<file path="config.mk">
export PLATFORM = sky130hd
export DESIGN_NAME = l1_cache
export DESIGN_NICKNAME = d
export VERILOG_FILES = /design/src/rtl/l1_cache_pkg.sv /design/src/rtl/l1_cache_control.sv /design/src/rtl/l1_cache.sv
export SDC_FILE = /design/constraint.sdc
export NUM_CORES = 2
export LEC_CHECK = 0
export BUFFER_PORTS_ARGS = -buffer_cell sky130_fd_sc_hd__buf_4
export CORE_UTILIZATION = 45
export CTS_CLUSTER_DIAMETER = 40
export DETAILED_ROUTE_END_ITERATION = 10
export HOLD_SLACK_MARGIN = 0.06
export PLACE_DENSITY = 0.71
export SLEW_MARGIN = 15
export SYNTH_ARGS = -nofsm -noshare
export SYNTH_HDL_FRONTEND = slang
export SYNTH_SLANG_ARGS = --single-unit
</file>
<file path="constraint.sdc">
create_clock -name clk -period 41.9 [get_ports clk]
set_input_delay 2.095 -clock clk [delete_from_list [all_inputs] [get_ports clk]]
set_output_delay 2.095 -clock clk [all_outputs]
set_load 0.01 [all_outputs]
</file>
<file path="src/rtl/l1_cache_pkg.sv">
// Shared LC-3b cache types: address fields, bus widths, geometry constants,
// controller state encoding and the byte-merge helper.
package l1_cache_pkg;

  typedef logic [15:0]  lc3b_word;
  typedef logic [15:0]  lc3b_mem_wmask;
  typedef logic [127:0] lc3b_datbus;
  typedef logic [8:0]   lc3b_c_tag;
  typedef logic [2:0]   lc3b_c_index;
  typedef logic [3:0]   lc3b_c_offset;

  localparam int unsigned NUM_SETS = 32'd8;
  localparam int unsigned NUM_WAYS = 32'd2;

  typedef enum logic [1:0] {
    ST_COMPARE   = 2'd0,
    ST_WRITEBACK = 2'd1,
    ST_ALLOCATE  = 2'd2
  } cache_state_e;

  function automatic lc3b_datbus merge_line(input lc3b_datbus old_line,
                                            input lc3b_datbus wdata,
                                            input lc3b_mem_wmask be);
    lc3b_datbus result;
    result = old_line;
    for (int i = 0; i < 16; i++) begin
      if (be[i]) begin
        result[i*8 +: 8] = wdata[i*8 +: 8];
      end
    end
    return result;
  endfunction

endpackage

</file>
<file path="src/rtl/l1_cache_control.sv">
// Cache controller FSM: hit/victim decode, miss bookkeeping and the
// registered physical-memory handshake.
module l1_cache_control
  import l1_cache_pkg::*;
(
  input  logic                clk,
  input  logic                rst,
  input  logic                mem_read,
  input  logic                mem_write,
  input  lc3b_c_tag           req_tag,
  input  lc3b_c_index         req_index,
  input  logic [NUM_WAYS-1:0] way_valid,
  input  logic [NUM_WAYS-1:0] way_dirty,
  input  lc3b_c_tag           way0_tag,
  input  lc3b_c_tag           way1_tag,
  input  logic                lru_bit,
  input  logic                pmem_resp,
  output logic                mem_resp,
  output logic                hit_way,
  output logic                fill_en,
  output logic                clean_en,
  output logic                miss_way,
  output lc3b_c_index         miss_index,
  output lc3b_c_tag           miss_tag,
  output logic                pmem_read,
  output logic                pmem_write,
  output lc3b_word            pmem_address
);

  cache_state_e state_r;
  logic         pmem_read_r;
  logic         pmem_write_r;
  lc3b_word     pmem_address_r;
  logic         miss_way_r;
  lc3b_c_index  miss_index_r;
  lc3b_c_tag    miss_tag_r;

  logic         req_s;
  logic         hit0_s;
  logic         hit1_s;
  logic         hit_s;
  logic         victim_s;
  logic         victim_dirty_s;
  lc3b_c_tag    victim_tag_s;

  // Tag compare and victim choice for the set currently addressed.
  always_comb begin
    req_s          = mem_read | mem_write;
    hit0_s         = way_valid[0] && (way0_tag == req_tag);
    hit1_s         = way_valid[1] && (way1_tag == req_tag);
    hit_s          = hit0_s | hit1_s;
    hit_way        = hit1_s;
    if (!way_valid[0]) begin
      victim_s = 1'b0;
    end else if (!way_valid[1]) begin
      victim_s = 1'b1;
    end else begin
      victim_s = lru_bit;
    end
    victim_dirty_s = way_valid[victim_s] & way_dirty[victim_s];
    victim_tag_s   = victim_s ? way1_tag : way0_tag;
  end

  // Strobes that commit array updates at the end of the current cycle.
  always_comb begin
    mem_resp = (!rst) && (state_r == ST_COMPARE) && req_s && hit_s;
    fill_en  = (state_r == ST_ALLOCATE) && pmem_resp;
    clean_en = (state_r == ST_WRITEBACK) && pmem_resp;
  end

  // Miss sequencing; the victim and request are latched so a dropped or
  // changed CPU request cannot corrupt an in-flight transfer.
  always_ff @(posedge clk) begin
    if (rst) begin
      state_r        <= ST_COMPARE;
      pmem_read_r    <= 1'b0;
      pmem_write_r   <= 1'b0;
      pmem_address_r <= 16'h0000;
      miss_way_r     <= 1'b0;
      miss_index_r   <= 3'd0;
      miss_tag_r     <= 9'd0;
    end else begin
      case (state_r)
        ST_COMPARE: begin
          if (req_s && !hit_s) begin
            miss_way_r   <= victim_s;
            miss_index_r <= req_index;
            miss_tag_r   <= req_tag;
            if (victim_dirty_s) begin
              state_r        <= ST_WRITEBACK;
              pmem_write_r   <= 1'b1;
              pmem_address_r <= {victim_tag_s, req_index, 4'h0};
            end else begin
              state_r        <= ST_ALLOCATE;
              pmem_read_r    <= 1'b1;
              pmem_address_r <= {req_tag, req_index, 4'h0};
            end
          end
        end
        ST_WRITEBACK: begin
          if (pmem_resp) begin
            state_r        <= ST_ALLOCATE;
            pmem_write_r   <= 1'b0;
            pmem_read_r    <= 1'b1;
            pmem_address_r <= {miss_tag_r, miss_index_r, 4'h0};
          end
        end
        ST_ALLOCATE: begin
          if (pmem_resp) begin
            state_r     <= ST_COMPARE;
            pmem_read_r <= 1'b0;
          end
        end
        default: begin
          state_r      <= ST_COMPARE;
          pmem_read_r  <= 1'b0;
          pmem_write_r <= 1'b0;
        end
      endcase
    end
  end

  assign pmem_read    = pmem_read_r;
  assign pmem_write   = pmem_write_r;
  assign pmem_address = pmem_address_r;
  assign miss_way     = miss_way_r;
  assign miss_index   = miss_index_r;
  assign miss_tag     = miss_tag_r;

endmodule

</file>
<file path="src/rtl/l1_cache.sv">
// Two-way set-associative write-back L1 cache: tag/state/data arrays,
// LRU bits and write merge around the l1_cache_control FSM.
module l1_cache
  import l1_cache_pkg::*;
(
  input  logic          clk,
  input  logic          rst,
  input  lc3b_word      mem_address,
  input  logic          mem_read,
  input  logic          mem_write,
  input  lc3b_mem_wmask mem_byte_enable,
  input  lc3b_datbus    mem_wdata,
  output lc3b_datbus    mem_rdata,
  output logic          mem_resp,
  output lc3b_word      pmem_address,
  output logic          pmem_read,
  output logic          pmem_write,
  output lc3b_datbus    pmem_wdata,
  input  lc3b_datbus    pmem_rdata,
  input  logic          pmem_resp
);

  logic [NUM_WAYS-1:0] valid_r [NUM_SETS];
  logic [NUM_WAYS-1:0] dirty_r [NUM_SETS];
  lc3b_c_tag           tag_r   [NUM_SETS][NUM_WAYS];
  lc3b_datbus          data_r  [NUM_SETS][NUM_WAYS];
  logic [NUM_SETS-1:0] lru_r;

  lc3b_c_tag    tag_s;
  lc3b_c_index  index_s;
  lc3b_c_offset unused_offset_s;
  logic         hit_way_s;
  logic         fill_en_s;
  logic         clean_en_s;
  logic         miss_way_s;
  lc3b_c_index  miss_index_s;
  lc3b_c_tag    miss_tag_s;

  assign tag_s           = mem_address[15:7];
  assign index_s         = mem_address[6:4];
  assign unused_offset_s = mem_address[3:0];

  l1_cache_control u_control (
    .clk          (clk),
    .rst          (rst),
    .mem_read     (mem_read),
    .mem_write    (mem_write),
    .req_tag      (tag_s),
    .req_index    (index_s),
    .way_valid    (valid_r[index_s]),
    .way_dirty    (dirty_r[index_s]),
    .way0_tag     (tag_r[index_s][0]),
    .way1_tag     (tag_r[index_s][1]),
    .lru_bit      (lru_r[index_s]),
    .pmem_resp    (pmem_resp),
    .mem_resp     (mem_resp),
    .hit_way      (hit_way_s),
    .fill_en      (fill_en_s),
    .clean_en     (clean_en_s),
    .miss_way     (miss_way_s),
    .miss_index   (miss_index_s),
    .miss_tag     (miss_tag_s),
    .pmem_read    (pmem_read),
    .pmem_write   (pmem_write),
    .pmem_address (pmem_address)
  );

  // Line state and replacement bits; a write hit marks the line dirty.
  always_ff @(posedge clk) begin
    if (rst) begin
      for (int s = 0; s < NUM_SETS; s++) begin
        valid_r[s] <= {NUM_WAYS{1'b0}};
        dirty_r[s] <= {NUM_WAYS{1'b0}};
      end
      lru_r <= {NUM_SETS{1'b0}};
    end else begin
      if (fill_en_s) begin
        valid_r[miss_index_s][miss_way_s] <= 1'b1;
        dirty_r[miss_index_s][miss_way_s] <= 1'b0;
        tag_r[miss_index_s][miss_way_s]   <= miss_tag_s;
      end
      if (clean_en_s) begin
        dirty_r[miss_index_s][miss_way_s] <= 1'b0;
      end
      if (mem_resp) begin
        lru_r[index_s] <= ~hit_way_s;
        if (mem_write) begin
          dirty_r[index_s][hit_way_s] <= 1'b1;
        end
      end
    end
  end

  // Data lines are not reset; valid bits guard them.
  always_ff @(posedge clk) begin
    if (fill_en_s && !rst) begin
      data_r[miss_index_s][miss_way_s] <= pmem_rdata;
    end else if (mem_resp && mem_write) begin
      data_r[index_s][hit_way_s] <=
        merge_line(data_r[index_s][hit_way_s], mem_wdata, mem_byte_enable);
    end
  end

  assign mem_rdata  = data_r[index_s][hit_way_s];
  assign pmem_wdata = data_r[miss_index_s][miss_way_s];

endmodule

</file>
# [Yosys cells after proc, flatten, opt, wreduce, memory -nomap -nowiden]
# Memory sizes are Yosys's and may differ from the RTL's. A register that Yosys moved wholly into a read port is not among the register bits.
# Index checks and enable logic that the tools add are counted.
[totals] register_bits=41 ram_bits=2224 in_bits=293 out_inout_bits=275 n_memories=4
[op_classes] order_cmp=11 eq_ne=9 mux=127 bitwise=9 reduce_logical=28
[memory_table] memory="data_r" depth=8 word_bits=256 rd=2 rd_ports_with_merged_regs=1 wr=1 line="l1_cache.sv:26" rtl="lc3b_datbus data_r [NUM_SETS][NUM_WAYS];"
[memory_table] memory="tag_r" depth=8 word_bits=18 rd=1 rd_ports_with_merged_regs=0 wr=1 line="l1_cache.sv:25" rtl="lc3b_c_tag tag_r [NUM_SETS][NUM_WAYS];"
[memory_table] memory="dirty_r" depth=8 word_bits=2 rd=1 rd_ports_with_merged_regs=0 wr=8 line="l1_cache.sv:24" rtl="logic [NUM_WAYS-1:0] dirty_r [NUM_SETS];"
[memory_table] memory="valid_r" depth=8 word_bits=2 rd=1 rd_ports_with_merged_regs=0 wr=8 line="l1_cache.sv:23" rtl="logic [NUM_WAYS-1:0] valid_r [NUM_SETS];"
[ops] op="$mux 128" count=8
[ops] op="$mux 256" count=4
[ops] op="$mux 8" count=48
[ops] op="$demux 128 s1" count=2
[ops] op="$reduce_or 256->1" count=1
[ops] op="$mux 16" count=3
[ops] op="$pmux 16 s2" count=1
[ops] op="$mux 1" count=30
[ops] op="$mux 2" count=13
[ops] op="$eq 9x9->1" count=2
[ops] op="$mux 18" count=1
[ops] op="$mux 3" count=6
[ops] op="$mux 9" count=2
[ops] op="$logic_and 1x1->1" count=15
[ops] op="$demux 9 s1" count=1
[ops] op="$bwmux 8" count=1
[ops] op="$ne 2x2->1 const B" count=4
[ops] op="$reduce_and 4->1" count=2
[ops] op="$lt 1x2->1 const B" count=3
[ops] op="$pmux 1 s3" count=2
[ops] op="$pmux 2 s3" count=1
[ops] op="$reduce_and 3->1" count=2
[ops] op="$reduce_or 2->1" count=3
[ops] op="$ge 2x2->1 const B" count=2
[ops] op="18 further kinds" count=27

# [Depth between registers and ports, before layout]
# An unclocked memory read counts as a cell.
[logic_depth] ltp_word=11 mapped_depth=14 depth_no_buf=8

# [Hierarchy]
# A second synthesis with hierarchy kept.
[hier_totals] hier_cells=7898 hier_area_um2=109204.7
[by_module_without_submodules] mod="l1_cache" instances=1 cells_per_inst=7671 area_each_um2=107341.7 seq_area_each_um2=66623.9
[by_module_without_submodules] mod="l1_cache_control" instances=1 cells_per_inst=227 area_each_um2=1863.0 seq_area_each_um2=580.6

# [Least setup slack after synthesis]
# OpenSTA, ideal clock, no wires.
[synth_timing] path_type="input -> register" start="in mem_address[4]" end="mem data_r[1][128] (netlist bit) (enable)" setup_ns=0.808 t_arrival_ns=13.829 required_time_ns=41.092 slack_ns=27.263 stages=12 path_cell_list="buf_6 buf_6 buf_6 mux2_1 a22o_1 a21oi_1 xor2_1 nand3b_1 nor4b_1 o21ai_1 buf_2 o32ai_1"
[synth_between] elab_chain_cells=11 elab_cells_between_ends=21 cone_classes="2 x order compare; 2 x eq/ne; 7 x mux; 2 x bitwise; 6 x reduce/logical; 2 x memory"
[synth_lines] element="start, declared" line="l1_cache.sv:8" rtl="input lc3b_word mem_address,"
[synth_lines] element="$mem_v2 8x18"
[synth_lines] element="$eq 9x9->1, on equally long branches" line="l1_cache_control.sv:50, l1_cache_control.sv:49"
[synth_lines] element="$logic_and 1x1->1, on equally long branches" line="l1_cache_control.sv:50, l1_cache_control.sv:49"
[synth_lines] element="$not 1->2 (implied by the code) or $or 1x1->1 (tied branches)" line="l1_cache.sv:99, l1_cache_control.sv:51"
[synth_lines] element="$ge 2x2->1 (implied by the code) (tied with other cells)" line="l1_cache.sv:99" rtl="data_r[index_s][hit_way_s] <="
[synth_lines] element="$logic_and 1x1->1, on equally long branches" line="l1_cache.sv:99, l1_cache.sv:98"
[synth_lines] element="$mux 128 (implied by the code) or $mux 1 (tied branches)" line="l1_cache.sv:99, l1_cache.sv:98"
[synth_lines] element="$demux 128 s1 or $mux 1 (tied branches)" line="l1_cache.sv:99, l1_cache.sv:96"
[synth_lines] element="$mux 256 (implied by the code)" line="l1_cache.sv:99"
[synth_lines] element="$reduce_or 256->1 (no line)"
[synth_lines] element="$mux 3 (no line) or $mux 256 (tied branches)"
[synth_lines] element="end, declared" line="l1_cache.sv:26"
# Several ways; a longest one is shown, not always the timed one.

# [Worst setup path after layout]
[layout_timing] start="in mem_address[4]" end="out mem_rdata[77]"
[layout_between] elab_chain_cells=7 elab_cells_between_ends=9 cone_classes="1 x eq/ne; 3 x mux; 1 x bitwise; 1 x reduce/logical; 3 x memory"
[layout_lines] element="$mem_v2 8x18"
[layout_lines] element="$eq 9x9->1" line="l1_cache_control.sv:50" rtl="hit1_s = way_valid[1] && (way1_tag == req_tag);"
[layout_lines] element="$logic_and 1x1->1" line="l1_cache_control.sv:50"
[layout_lines] element="$not 1->2 (implied by the code)" line="l1_cache.sv:104" rtl="assign mem_rdata = data_r[index_s][hit_way_s];"
[layout_lines] element="$mux 128 (implied by the code) * (3 in a row)" line="l1_cache.sv:104"
[layout_lines] element="end, declared" line="l1_cache.sv:13" rtl="output lc3b_datbus mem_rdata,"
# Every way passes the cells marked *; elsewhere a longest branch is shown, timed or not. The select of a mux whose other input is x is not followed.

==> metrics list <==
- Antenna violations before repair: 12
- Maximum level of the CTS H-tree: 5
* EDFF count, synth: between 2000 and 2500
* Data arrival time at the worst-slack endpoint: roughly 8.4 ns
* Vias in the first global route: 70120
- Register bit total from synthesis: 2264
- Top Family by Delay on Critical Path: buffers and inverters
- In this run the standard cell core region covers between 0.2 and 0.25 sq mm.
- CP most frequent cell: sky130_fd_sc_hd__buf_4
* First-pass iteration count of the detailed router: 6
- In this run the vertical extent of the chip is 479 um.
- Netlist Area Pre-Place: 0.102 sq mm
* Clock Path Buffers: 4
* WL final: 346 mm
- Total of cells resized after clock tree synthesis: 0
- Synth async-reset ratio: 0
- During I/O placement, the number of pins put on the boundary was 568.
- Peak fanout along the critical path: 39
* Count of endpoints failing setup in the final report: 0
- The worst setup path is launched from an input pin.
- Worst stage delay on the critical path: 0.86 ns
* Critical Setup Path Class: input pin to primary output
- Number of routed nets with antenna violations: 0
- Ranked by instance count, the synthesized netlist is headed by sky130_fd_sc_hd__edfxtp_1 (2208), sky130_fd_sc_hd__mux4_2 (637), sky130_fd_sc_hd__a22oi_1 (519), sky130_fd_sc_hd__clkbuf_1 (393), sky130_fd_sc_hd__a22o_1 (261).
- Clock-pin slew on the worst setup and hold paths: 0.05 ns
* Mean instance size in the synthesized netlist: 16.8 sq um
* Relative slew slack: 0.157
- Yosys instantiated no cell more often than sky130_fd_sc_hd__edfxtp_1.
* Tcrit/Tclk final: 0.250
* Wire length per cell: 35.2 um
- Source-to-sink clock delay at the later pin of the worst-skew pair: 0.98 ns
- Dominant synthesized flop cell: sky130_fd_sc_hd__edfxtp_1
- Static timing analysis puts the maximum clock frequency at 0.0954 GHz.
* Share of Yosys cell area claimed by the top area cell type: 0.648
- Pin count of the biggest net entering global routing: 131
* Setup Buffers After CTS: 0
- Using the TritonRoute via totals, the vias-per-cell ratio works out to 7.16.
- Syn. warnings: 0
- Final number of hold-violating endpoints: 0
* Cell types occupying the most area after synthesis: sky130_fd_sc_hd__edfxtp_1 (65%), sky130_fd_sc_hd__mux4_2 (14%), sky130_fd_sc_hd__a22oi_1 (3.8%), sky130_fd_sc_hd__a22o_1 (2.2%), sky130_fd_sc_hd__a221oi_1 (2.2%)
- Cell taking the most area after synthesis: sky130_fd_sc_hd__edfxtp_1
- Hold-fix buffer count after cts: 0
* DRT iter0 DRCs: between 10000 and 15000
- For the pin with the worst max-slew slack, the measured transition is around 1.3 ns.
- The first global-routing pass estimated approximately 490 mm of wire.
- Setup TNS Final: 0 ns
- Port buffering added 559 buffers.
* Min Clock Period, post-route: 10.48 ns
- Data required time of the worst path: 39.81 ns
* Cts bufs inserted: approximately 330
- The clock arrives with ~0.090 ns of skew.
- Count of standard-cell rows: 174
- In the final design database the tool counted 6879 nets.
- Counting every sink on the clock net gives 2264.
- Power per cell area: 47.0 mW/mm^2
- Final core utilization: 0.537
* Endpoint type of the worst setup path: primary output
- All-layer global routing usage: 0.295
* Kind of path behind the tightest hold check: flip-flop to flip-flop
* Initial Utilization: 0.454
* Share of layout cells above drive strength 1: 0.295
- Post-Synthesis Cells: 6104
- Half-perimeter wire length after detailed placement: about 180 mm
- For this run, the register share of the synthesized area comes to 0.659.
- The congestion estimate from routability-driven global placement came to 0.859.
- Design Power: 5680 uW
- Area Growth Syn to Fin: 18.1%
- Cells along the critical path: buf_4 -> buf_4 -> nor2b_1 -> a22oi_1 -> a21o_1 -> a211oi_1 -> and4_4 -> buf_4 -> buf_4 -> nand4_1 -> and2_1 -> buf_4
- # Max-Cap Violations: 0
* Total DRC errors in the routed layout: 0
* Leakage power figure: ~0.037 uW
- Highest ir drop seen on vdd: 0.0396 mV
- The die is 479 um wide.
* Total Die Area: around 0.23 sq mm
- TritonCTS built the clock tree.
- Counting both buffers and inverters, the worst setup path holds a total of 5.
* Slowest library cell on the worst path: sky130_fd_sc_hd__buf_4
- Status: completed
- Post-synth cell types: about 70
- Fin. max-slew vios: 0
* Global-route congestion overflow total: 0
* Unrepaired setup endpoints after global routing: no
- The routed layout has a little over 70000 vias.
- Clock tree synthesis selected as its root buffer the cell sky130_fd_sc_hd__clkbuf_16.
cells by family (layout without fill, tap and decap cells):
family | after synthesis | count (layout) | share of synthesized area
AOI/OAI and AO/OA | 1639 | 1639 | 0.118
muxes | 744 | 744 | 0.151
and+or+nand+nor | 864 | 864 | 0.0483
DFF | 2264 | 2264 | 0.659
other | 1 | 9 | 0.0000366
buffers and inverters | 579 | 1306 | 0.0231
xor gates and xnor gates | 13 | 13 | 0.00111
per-layer routing:
layer	routed length, um	vias up	track usage	part of all wire
li1	-	27316	-	-
met1	123000	35500	0.400	0.35
met2	153000	6357	0.433	0.44
met3	52000	1171	0.0841	0.15
met4	18700	8	0.152	0.054
met5	63	-	0	0.00018
where the power goes:
part,switching (uW),total [uW],internal (uW)
logic,278,473,195
registers,12.7,2510,2500
clock network,1040,2700,1650
placed cells by master (no fill, tap or decap), types with 164 or more instances in the layout:
cell                        instances
sky130_fd_sc_hd__buf_4            692
sky130_fd_sc_hd__nand3_1          164
sky130_fd_sc_hd__a22oi_1          519
sky130_fd_sc_hd__a221oi_1         256
sky130_fd_sc_hd__edfxtp_1        2208
sky130_fd_sc_hd__clkbuf_16        333
sky130_fd_sc_hd__mux4_2           637
sky130_fd_sc_hd__a22o_1           261
sky130_fd_sc_hd__nand2_1          172
sky130_fd_sc_hd__a21oi_1          177
flip-flops by register name, summed over array words and instances (netlist names), 2 cells and up, named ones only:
name                    cells
u_control.miss_index        3
valid_r                    16
u_control.pmem_address     12
u_control.miss_tag          9
lru_r                       8
dirty_r                    16
u_control.state_r           2
data_r                   2048
tag_r                     144
worst paths after layout:
check	start	end	slack, ns	cells past startpoint
worst max-delay path	mem_address[4]	mem_rdata[77]	31.42	12
worst min-delay path	valid_r[3][1]	valid_r[3][1]	0.45	1
worst max register to register	tag_r[5][2]	data_r[4][77]	35.13	11
worst min register to register	valid_r[3][1]	valid_r[3][1]	0.45	1
cell type report:
class	instances	area, sq um
diodes	5	12.5
clock buffers	366	8470
clock inverters	209	2240
fillers	17439	104000
inverters	22	82.6
multi-input cells	3264	33400
flip-flops and latches	2264	67400
well taps	2992	3740
repair buffers	709	5540
per-stage QoR:
stage,setup WS [ns],cell area [sq um],std cells,hold slack (ns)
global route,31.28,121000,9826,0.466
global placement,31.85,110000,9251,0.427
floorplan,27.26,102000,6107,0.421
finish,31.42,121000,9831,0.448
detailed placement,31.74,110000,9251,0.436
CTS,31.74,120000,9826,0.448
worst reg2reg max path, delay by kind of cell (launching register included):
family / cells / cell delay, ns
simple gates: 4 / 1.88
mux: 1 / 0.19
buf+inv: 3 / 2.39
compound gates: 3 / 1.53
flops: 1 / 0.38
(Power assumes the default switching activity.)
